--- src/rtl/ev_ctrl_pkg.sv ---
// Shared definitions for the EV motor control slice: FSM state encoding,
// the thermal derate shift and a helper that applies it.
package ev_ctrl_pkg;

    // Ramp limiter FSM state encoding (3-bit, exported on state_out)
    localparam logic [2:0] ST_OFF       = 3'd0;
    localparam logic [2:0] ST_IDLE      = 3'd1;
    localparam logic [2:0] ST_RAMP_UP   = 3'd2;
    localparam logic [2:0] ST_RAMP_DOWN = 3'd3;
    localparam logic [2:0] ST_DERATE    = 3'd4;

    // Thermal derate caps the target at tgt >> DERATE_SHIFT (half speed)
    localparam int unsigned DERATE_SHIFT = 32'd1;

    function automatic logic [7:0] derate_cap(input logic [7:0] tgt);
        return tgt >> DERATE_SHIFT;
    endfunction

endpackage

--- src/rtl/ramp_tick_gen.sv ---
// Ramp tick generator: counts 0..TICK_DIV-1 while run is high and pulses
// tick on the terminal count; the count is parked at 0 while run is low.
module ramp_tick_gen #(
    parameter int TICK_DIV = 32
) (
    input  logic clk,
    input  logic rst_n,
    input  logic run,
    output logic tick
);

    localparam logic [7:0] LAST_CNT = 8'(TICK_DIV - 1);

    logic [7:0] count_q;
    logic [7:0] count_d;

    // Next count: wrap at the terminal value, hold at zero when not running
    always_comb begin
        count_d = count_q;
        if (!run) begin
            count_d = 8'd0;
        end else if (count_q == LAST_CNT) begin
            count_d = 8'd0;
        end else begin
            count_d = count_q + 8'd1;
        end
    end

    // Counter register with asynchronous clear
    always_ff @(posedge clk or negedge rst_n) begin
        if (!rst_n) begin
            count_q <= 8'd0;
        end else begin
            count_q <= count_d;
        end
    end

    assign tick = run && (count_q == LAST_CNT);

endmodule

--- src/rtl/motor_ramp_limiter.sv ---
// Motor duty slew-rate limiter. Accepts a target speed through a
// valid/ready handshake and moves duty_out toward it by at most STEP_UP /
// STEP_DOWN per ramp tick, publishing each change through duty_valid/ready.
// Optional thermal derate (halved target, DERATE state) is built when the
// macro MOTOR_RAMP_DERATE_EN is defined.
module motor_ramp_limiter
    import ev_ctrl_pkg::*;
#(
    parameter int TICK_DIV  = 32,
    parameter int STEP_UP   = 4,
    parameter int STEP_DOWN = 8
) (
    input  logic       clk,
    input  logic       rst_n,
    input  logic       enable,
    input  logic       thermal_fault,
    input  logic [7:0] target_speed,
    input  logic       target_valid,
    output logic       target_ready,
    output logic [7:0] duty_out,
    output logic       duty_valid,
    input  logic       duty_ready,
    output logic [2:0] state_out,
    output logic       at_target
);

    localparam logic [8:0] UP9 = 9'(STEP_UP);
    localparam logic [8:0] DN9 = 9'(STEP_DOWN);

    logic [2:0] state_q, state_d;
    logic [7:0] duty_q, duty_d;
    logic       duty_valid_q, duty_valid_d;
    logic [7:0] tgt_q, tgt_d;
    logic [7:0] eff_tgt_s;
    logic       derating_s;
    logic       tick_s;
    logic       stall_s;
    logic [8:0] up_sum_s;
    logic [8:0] dn_gap_s;
    logic [7:0] up_duty_s;
    logic [7:0] dn_duty_s;

    ramp_tick_gen #(.TICK_DIV(TICK_DIV)) u_tick (
        .clk   (clk),
        .rst_n (rst_n),
        .run   (enable),
        .tick  (tick_s)
    );

`ifdef MOTOR_RAMP_DERATE_EN
    assign derating_s = thermal_fault;
    assign eff_tgt_s  = thermal_fault ? derate_cap(tgt_q) : tgt_q;
`else
    logic thermal_fault_unused_s;
    assign thermal_fault_unused_s = thermal_fault;
    assign derating_s = 1'b0;
    assign eff_tgt_s  = tgt_q;
`endif

    assign target_ready = enable;
    assign stall_s      = duty_valid_q && !duty_ready;

    // Candidate step values, computed 9-bit so neither direction can wrap
    always_comb begin
        up_sum_s  = {1'b0, duty_q} + UP9;
        dn_gap_s  = {1'b0, duty_q} - {1'b0, eff_tgt_s};
        up_duty_s = (up_sum_s >= {1'b0, eff_tgt_s}) ? eff_tgt_s : up_sum_s[7:0];
        dn_duty_s = (dn_gap_s <= DN9) ? eff_tgt_s : (duty_q - DN9[7:0]);
    end

    // FSM, target capture and duty update
    always_comb begin
        state_d      = state_q;
        duty_d       = duty_q;
        duty_valid_d = duty_valid_q;
        tgt_d        = tgt_q;
        if (duty_valid_q && duty_ready) begin
            duty_valid_d = 1'b0;
        end else begin
            duty_valid_d = duty_valid_q;
        end
        if (target_valid && target_ready) begin
            tgt_d = target_speed;
        end else begin
            tgt_d = tgt_q;
        end
        if (!enable) begin
            // Power removed: force the output off regardless of the handshake
            state_d = ST_OFF;
            tgt_d   = 8'd0;
            if (state_q != ST_OFF) begin
                duty_d       = 8'd0;
                duty_valid_d = 1'b1;
            end else begin
                duty_d = duty_q;
            end
        end else begin
            case (state_q)
                ST_OFF: begin
                    state_d = ST_IDLE;
                end
`ifdef MOTOR_RAMP_DERATE_EN
                ST_IDLE, ST_RAMP_UP, ST_RAMP_DOWN, ST_DERATE: begin
`else
                ST_IDLE, ST_RAMP_UP, ST_RAMP_DOWN: begin
`endif
                    // Entering derate is immediate; leaving waits for a tick
                    if (derating_s) begin
                        state_d = ST_DERATE;
                    end else begin
                        state_d = state_q;
                    end
                    if (tick_s && !stall_s) begin
                        if (duty_q < eff_tgt_s) begin
                            state_d      = derating_s ? ST_DERATE : ST_RAMP_UP;
                            duty_d       = up_duty_s;
                            duty_valid_d = 1'b1;
                        end else if (duty_q > eff_tgt_s) begin
                            state_d      = derating_s ? ST_DERATE : ST_RAMP_DOWN;
                            duty_d       = dn_duty_s;
                            duty_valid_d = 1'b1;
                        end else begin
                            state_d = derating_s ? ST_DERATE : ST_IDLE;
                        end
                    end else begin
                        duty_d = duty_q;
                    end
                end
                default: begin
                    state_d = ST_OFF;
                end
            endcase
        end
    end

    // State registers with asynchronous clear
    always_ff @(posedge clk or negedge rst_n) begin
        if (!rst_n) begin
            state_q      <= ST_OFF;
            duty_q       <= 8'd0;
            duty_valid_q <= 1'b0;
            tgt_q        <= 8'd0;
        end else begin
            state_q      <= state_d;
            duty_q       <= duty_d;
            duty_valid_q <= duty_valid_d;
            tgt_q        <= tgt_d;
        end
    end

    assign duty_out   = duty_q;
    assign duty_valid = duty_valid_q;
    assign state_out  = state_q;
    assign at_target  = (duty_q == eff_tgt_s);

endmodule
--- config.mk ---
export PLATFORM = sky130hd
export DESIGN_NAME = motor_ramp_limiter
export DESIGN_NICKNAME = d
export VERILOG_FILES = /design/src/rtl/ev_ctrl_pkg.sv /design/src/rtl/ramp_tick_gen.sv /design/src/rtl/motor_ramp_limiter.sv
export SDC_FILE = /design/constraint.sdc
export NUM_CORES = 1
export LEC_CHECK = 0
export ABC_CLOCK_PERIOD_IN_PS = 5760
export CORE_MARGIN = 2
export CORE_UTILIZATION = 44
export CTS_CLUSTER_SIZE = 16
export DETAILED_ROUTE_END_ITERATION = 10
export PLACE_DENSITY = 0.71
export SETUP_SLACK_MARGIN = 0.1
export SLEW_MARGIN = 20
export SYNTH_ARGS = -nofsm -noshare
export SYNTH_HDL_FRONTEND = slang
export SYNTH_SLANG_ARGS = --single-unit
--- constraint.sdc ---
create_clock -name clk -period 5.76 [get_ports clk]
set_input_delay 0.576 -clock clk [delete_from_list [all_inputs] [get_ports clk]]
set_output_delay 0.576 -clock clk [all_outputs]
set_load 0.03 [all_outputs]
**After elaboration in Yosys (flattened, before gate mapping)**

Index checks and enable logic that the tools add are counted.

- Register bits after elaboration: 28

- $add $sub $neg: 4
- Order comparisons: 4
- Equal/unequal tests: 10
- Muxes and demuxes: 24
- Reductions and logical operators: 12

Operators by type and width:

| kind | count |
|---|---|
| 8-bit two-way mux | 12 |
| 8-bit by 3-bit adder with 9-bit output, second input constant | 1 |
| 9-bit by 8-bit greater-or-equal comparator with 1-bit output | 1 |
| 9-bit by 4-bit <= comparator with 1-bit output, second input constant | 1 |
| 8-bit by 8-bit subtractor with 9-bit output | 1 |
| 8-bit by 1-bit adder with 8-bit output, second input constant | 1 |
| 8-bit by 5-bit == test with 1-bit output, second input constant | 1 |
| 8-bit == test | 1 |
| 8-bit greater-than comparator | 1 |
| 8-bit less-than comparator | 1 |
| 8-bit by 4-bit subtractor with 8-bit output, second input constant | 1 |
| 1-bit two-way mux | 7 |
| 3-bit by 2-bit == test with 1-bit output, second input constant | 2 |
| 3-bit two-way mux | 2 |
| 2-bit by 1-bit inequality test with 1-bit output, second input constant | 3 |
| 3-bit one-hot mux with 2 select lines | 1 |
| 1-bit logical AND | 5 |
| 2-bit two-way mux | 2 |
| 4-bit AND reduction | 1 |
| 3-bit by 1-bit == test with 1-bit output, second input constant | 1 |
| 3-bit logical NOT | 1 |
| 3-bit by 1-bit inequality test with 1-bit output, second input constant | 1 |
| 3-bit inequality test, second input constant | 1 |
| 3-bit nonzero test | 1 |
| 3 further kinds | 4 |

**Logic depth before layout (Yosys ltp)**

- Depth in word-level cells: 8
- Mapped depth: 14

**Hierarchy**

A second synthesis with hierarchy kept.

- Cell total of the unflattened synthesis: 247
- Area, all modules: 2,210.9 µm²

By module, submodules not included:

| module | times used | cells each | area each (µm²) |
|---|---|---|---|
| motor_ramp_limiter | 1 | 208 | 1,804.2 |
| ramp_tick_gen | 1 | 39 | 406.6 |

**Least setup slack after synthesis**

Ideal clock, no wire load.

- Path kind: register -> register
- Start: reg duty_q[2] (netlist: duty_out[2])
- End: reg duty_q[5] (netlist: duty_out[5])
- Data arrival time: 2.820 ns
- Required time: 5.639 ns
- Path slack: 2.819 ns
- Stages on the path, launching flop included: 12
- Path buffers: 1
- Clock period less this slack: 2.941 ns
- Cell sequence: dfrtp_1 -> inv_1 -> ha_1 -> nor3b_1 -> o31a_1 -> or3_4 -> xor2_1 -> or3b_1 -> buf_2 -> a32oi_1 -> o21ai_1 -> a22o_1

- Cells in the longest elaborated chain, start to end: 8

Ends and longest elaborated chain:

| element | line | source |
|---|---|---|
| from (decl) | motor_ramp_limiter.sv:31 | `logic [7:0] duty_q, duty_d;` |
| from (signal assigned) | motor_ramp_limiter.sv:145 | `duty_q <= duty_d;` |
| 8-bit by 8-bit subtractor with 9-bit output | motor_ramp_limiter.sv:66 | `dn_gap_s = {1'b0, duty_q} - {1'b0, eff_tgt_s};` |
| 9-bit by 4-bit <= comparator with 1-bit output | motor_ramp_limiter.sv:68 | `dn_duty_s = (dn_gap_s <= DN9) ? eff_tgt_s : (duty_q - DN9[7:0]);` |
| 8-bit two-way mux | motor_ramp_limiter.sv:68 |  |
| 8-bit two-way mux | motor_ramp_limiter.sv:118 | `end else if (duty_q > eff_tgt_s) begin` |
| 8-bit two-way mux | motor_ramp_limiter.sv:114 | `if (duty_q < eff_tgt_s) begin` |
| 8-bit two-way mux | motor_ramp_limiter.sv:113 | `if (tick_s && !stall_s) begin` |
| 8-bit two-way mux | motor_ramp_limiter.sv:98 | `case (state_q)` |
| 8-bit two-way mux | motor_ramp_limiter.sv:87 | `if (!enable) begin` |

Parallel ways exist; a longest one is shown, timed or not. The select of a mux whose other input is x is not followed.
A chain may end at the register's enable or synchronous reset.

**Final worst setup path**

- Start: reg duty_q[5] (netlist: duty_out[5])
- End: reg duty_q[0] (netlist: duty_out[0])

The elaborated chain is that of the path after synthesis.

==> flow_summary_export.csv <==
group,metric,value,unit
run_status,outcome,"finished clean",
setup_path,cp_max_fo,13,
clock_tree,cts_buffer_depth,2,
cells_and_area,nNetsFinal,280,
global_route,antenna_found_initial,0,
placement,port_buffers,25,
timing,fin_skew,0.00220,ns
setup_path,path_cells,"ha_1 > o21ai_0 > o21ai_0 > or2_2 > a21o_1 > a21oi_1 > and3_2 > mux2i_1",
setup_path,r2r_slack,2.50,ns
cells_and_area,fillerInstances,413,
logic_synthesis,synth_cells,225,
global_route,grt_pass1_wl,7480,um
setup_path,cp.buffers_inverters,0,
clock_tree,cts_tree,"built",
setup_path,crit_path_top_delay_cell,"a21oi_1",
floorplan,design.die.area,5070,um^2
floorplan,die_w,71.2,um
cells_and_area,final_common_cell,"nor2_1",
logic_synthesis,postSynth.asyncResetShare,1.00,
floorplan,core-area,4350,um^2
flow_run,drv_cap,0,
cells_and_area,synthToLayoutAreaGrowth,16.6,%
cells_and_area,final_layout_size_suffix_gt1_frac,0.0366,
setup_path,crit_path_start_kind,"flip-flop",
global_route,track_usage,0.182,
cells_and_area,fin_util,0.532,
placement,pre_cts_slack,2.57,ns
routing,postRouteAntennaNets,0,
logic_synthesis,ys.flop_type,"dfrtp_1",
routing,firstDrtPassIters,4,
clock_tree,cts_made_buffers,3,
logic_synthesis,yosysUniqueCellTypes,49,
global_route,grt_pass1_vias,1630,
power,power_density,414,nW/um^2
routing,drc,0,
clock_tree,path_clk_slew,0.09,ns
power,ir_drop,155,uV
routing,vias,1690,
logic_synthesis,seq_area_frac_synth,0.340,
logic_synthesis,synth_edf_count,0,
timing,post-route-period-util,0.565,
clock_tree,cts_resized,0,
setup_path,endpoint_kind,"flip-flop",
setup_path,worstPathRequired,5.96,ns
worst_hold_path,min_path_type,"reg2reg",
clock_tree,htreeDepth,1,
cells_and_area,antenna_cells,0,
setup_path,critPathMostFrequentCell,"o21ai_0",
logic_synthesis,synth-seq-cells,27,
logic_synthesis,yosys_warnings,0,
logic_synthesis,avgSynthCellArea,8.83,um^2
setup_path,path_delay_family,"compound AO/OA/AOI/OAI gates",
floorplan,io_pins,28,
placement,dp_hpwl,3320,um
logic_synthesis,netlist_area,1990,um^2
clock_tree,clk_latency,0.27,ns
timing,rsz0062_at_grt,"no",
power,leakagePower,1.02,nW
setup_path,cpPeakStageDelay,0.73,ns
setup_path,crit_type,"reg2reg",
timing,final_max_slew_viol_count,0,
timing,fmax,307,MHz
clock_tree,cts_hold_buf,0,
timing,timing.final.ws_setup,2.50,ns
placement,place.gp.congestion,0.867,
timing,hold_viol,0,
timing,period_needed,3.26,ns
timing,slew_headroom,0.275,
floorplan,start_util,0.456,
clock_tree,cts-root-buf,"clkbuf_8",
routing,first_iter_violations,94,
floorplan,die_y,71.2,um
logic_synthesis,syn-num-nets,258,
cells_and_area,most-common-layout-cells,"nor2_1, dfrtp_1, clkdlybuf4s50_1, inv_1, ha_1",
floorplan,num_rows,24,
timing,setup_viol,0,
global_route,overflow,0,
clock_tree,cts_sinks,27,
routing,totalWireLength,4250,um
routing,routedWlPerCell,14.2,um
setup_path,worstPathArrival,3.45,ns
clock_tree,cts_setup_buffers,0,
global_route,grt_max_degree,28,
timing,worstMarginPinSlew,1.08,ns
routing,vias_per_cell,5.67,
timing,setup_tns,0,ns
==> flip-flops by register name (all words and copies together), names as in the netlist <==
register / cells
eff_tgt_s: 8
u_tick.count_q: 8
duty_out: 8
state_out: 2
duty_valid: 1
==> report_power, final <==
part / switching [mW] / internal [mW] / leakage (nW) / total [mW]
Combinational: 0.329 / 0.252 / 0.641 / 0.581
Sequential: 0.0542 / 0.216 / 0.355 / 0.270
Clock: 0.0590 / 0.0491 / 0.0217 / 0.108
Total: 0.442 / 0.517 / 1.02 / 0.959
==> metrics by stage <==
step | hold slack [ns] | total power, mW | instance area [um^2] | std cells
floorplan | 0.280 | 0.689 | 1990 | 225
detailed placement | 0.483 | 0.848 | 2270 | 294
global route | 0.553 | 1.05 | 2310 | 298
CTS | 0.503 | 0.960 | 2310 | 298
global placement | 0.470 | 0.839 | 2270 | 294
finish | 0.507 | 0.959 | 2310 | 298
==> final timing paths <==
path | startpoint | endpoint | cells after the start
max | duty_out[5]$_DFFE_PN0P_ | duty_out[0]$_DFFE_PN0P_ | 8
min | u_tick.count_q[0]$_DFF_PN0_ | u_tick.count_q[0]$_DFF_PN0_ | 1
max reg2reg | duty_out[5]$_DFFE_PN0P_ | duty_out[0]$_DFFE_PN0P_ | 8
min reg2reg | u_tick.count_q[0]$_DFF_PN0_ | u_tick.count_q[0]$_DFF_PN0_ | 1
max in group asynchronous | rst_n | duty_out[1]$_DFFE_PN0P_ | 2
min in group asynchronous | rst_n | state_out[1]$_DFFE_PN0P_ | 2
==> cells in the mapped netlist (3+ instances only) <==
cell / instances / share of area
nand3_1: 8 / 0.020
a31oi_1: 4 / 0.013
a32oi_1: 6 / 0.026
and4_1: 3 / 0.013
a21oi_1: 6 / 0.015
dfrtp_1: 27 / 0.34
mux2i_1: 11 / 0.055
nor3b_1: 3 / 0.011
o21ai_0: 10 / 0.025
ha_1: 18 / 0.11
inv_1: 18 / 0.034
xor2_1: 6 / 0.026
a211o_1: 3 / 0.013
clkbuf_1: 6 / 0.011
o31ai_1: 3 / 0.011
and3_1: 4 / 0.013
nand2b_1: 3 / 0.0095
xnor2_1: 7 / 0.031
nor2_1: 32 / 0.060
nand2_1: 12 / 0.023
==> per-layer routing <==
metal | global-route usage | wire [um] | vias to the layer above
met1 | 0.275 | 2190 | 800
met5 | 0 | 0 | -
met4 | 0.0545 | 86 | 0
li1 | - | - | 846
met2 | 0.276 | 1830 | 35
met3 | 0.0199 | 140 | 9
==> cell type report <==
class | count | area (um^2) | area share
timing repair buffer | 26 | 258 | 0.111
tap | 52 | 65.1 | 0.0281
multi-input combinational | 171 | 1200 | 0.518
inverter | 18 | 67.6 | 0.0292
clock inverter | 1 | 7.51 | 0.00324
sequential | 27 | 676 | 0.292
clock buffer | 3 | 41.3 | 0.0178
==> cell families after synthesis <==
family / Yosys count / synth area share
multiplexers: 11 / 0.0555
adder cells (fa/ha/maj): 19 / 0.124
other: 1 / 0.00189
XOR/XNOR: 13 / 0.0573
AO/OA/AOI/OAI: 48 / 0.166
AND/OR/NAND/NOR: 79 / 0.200
flip-flops: 27 / 0.340
buffers and inverters: 27 / 0.0554
Power figures use the tool's default switching activity.
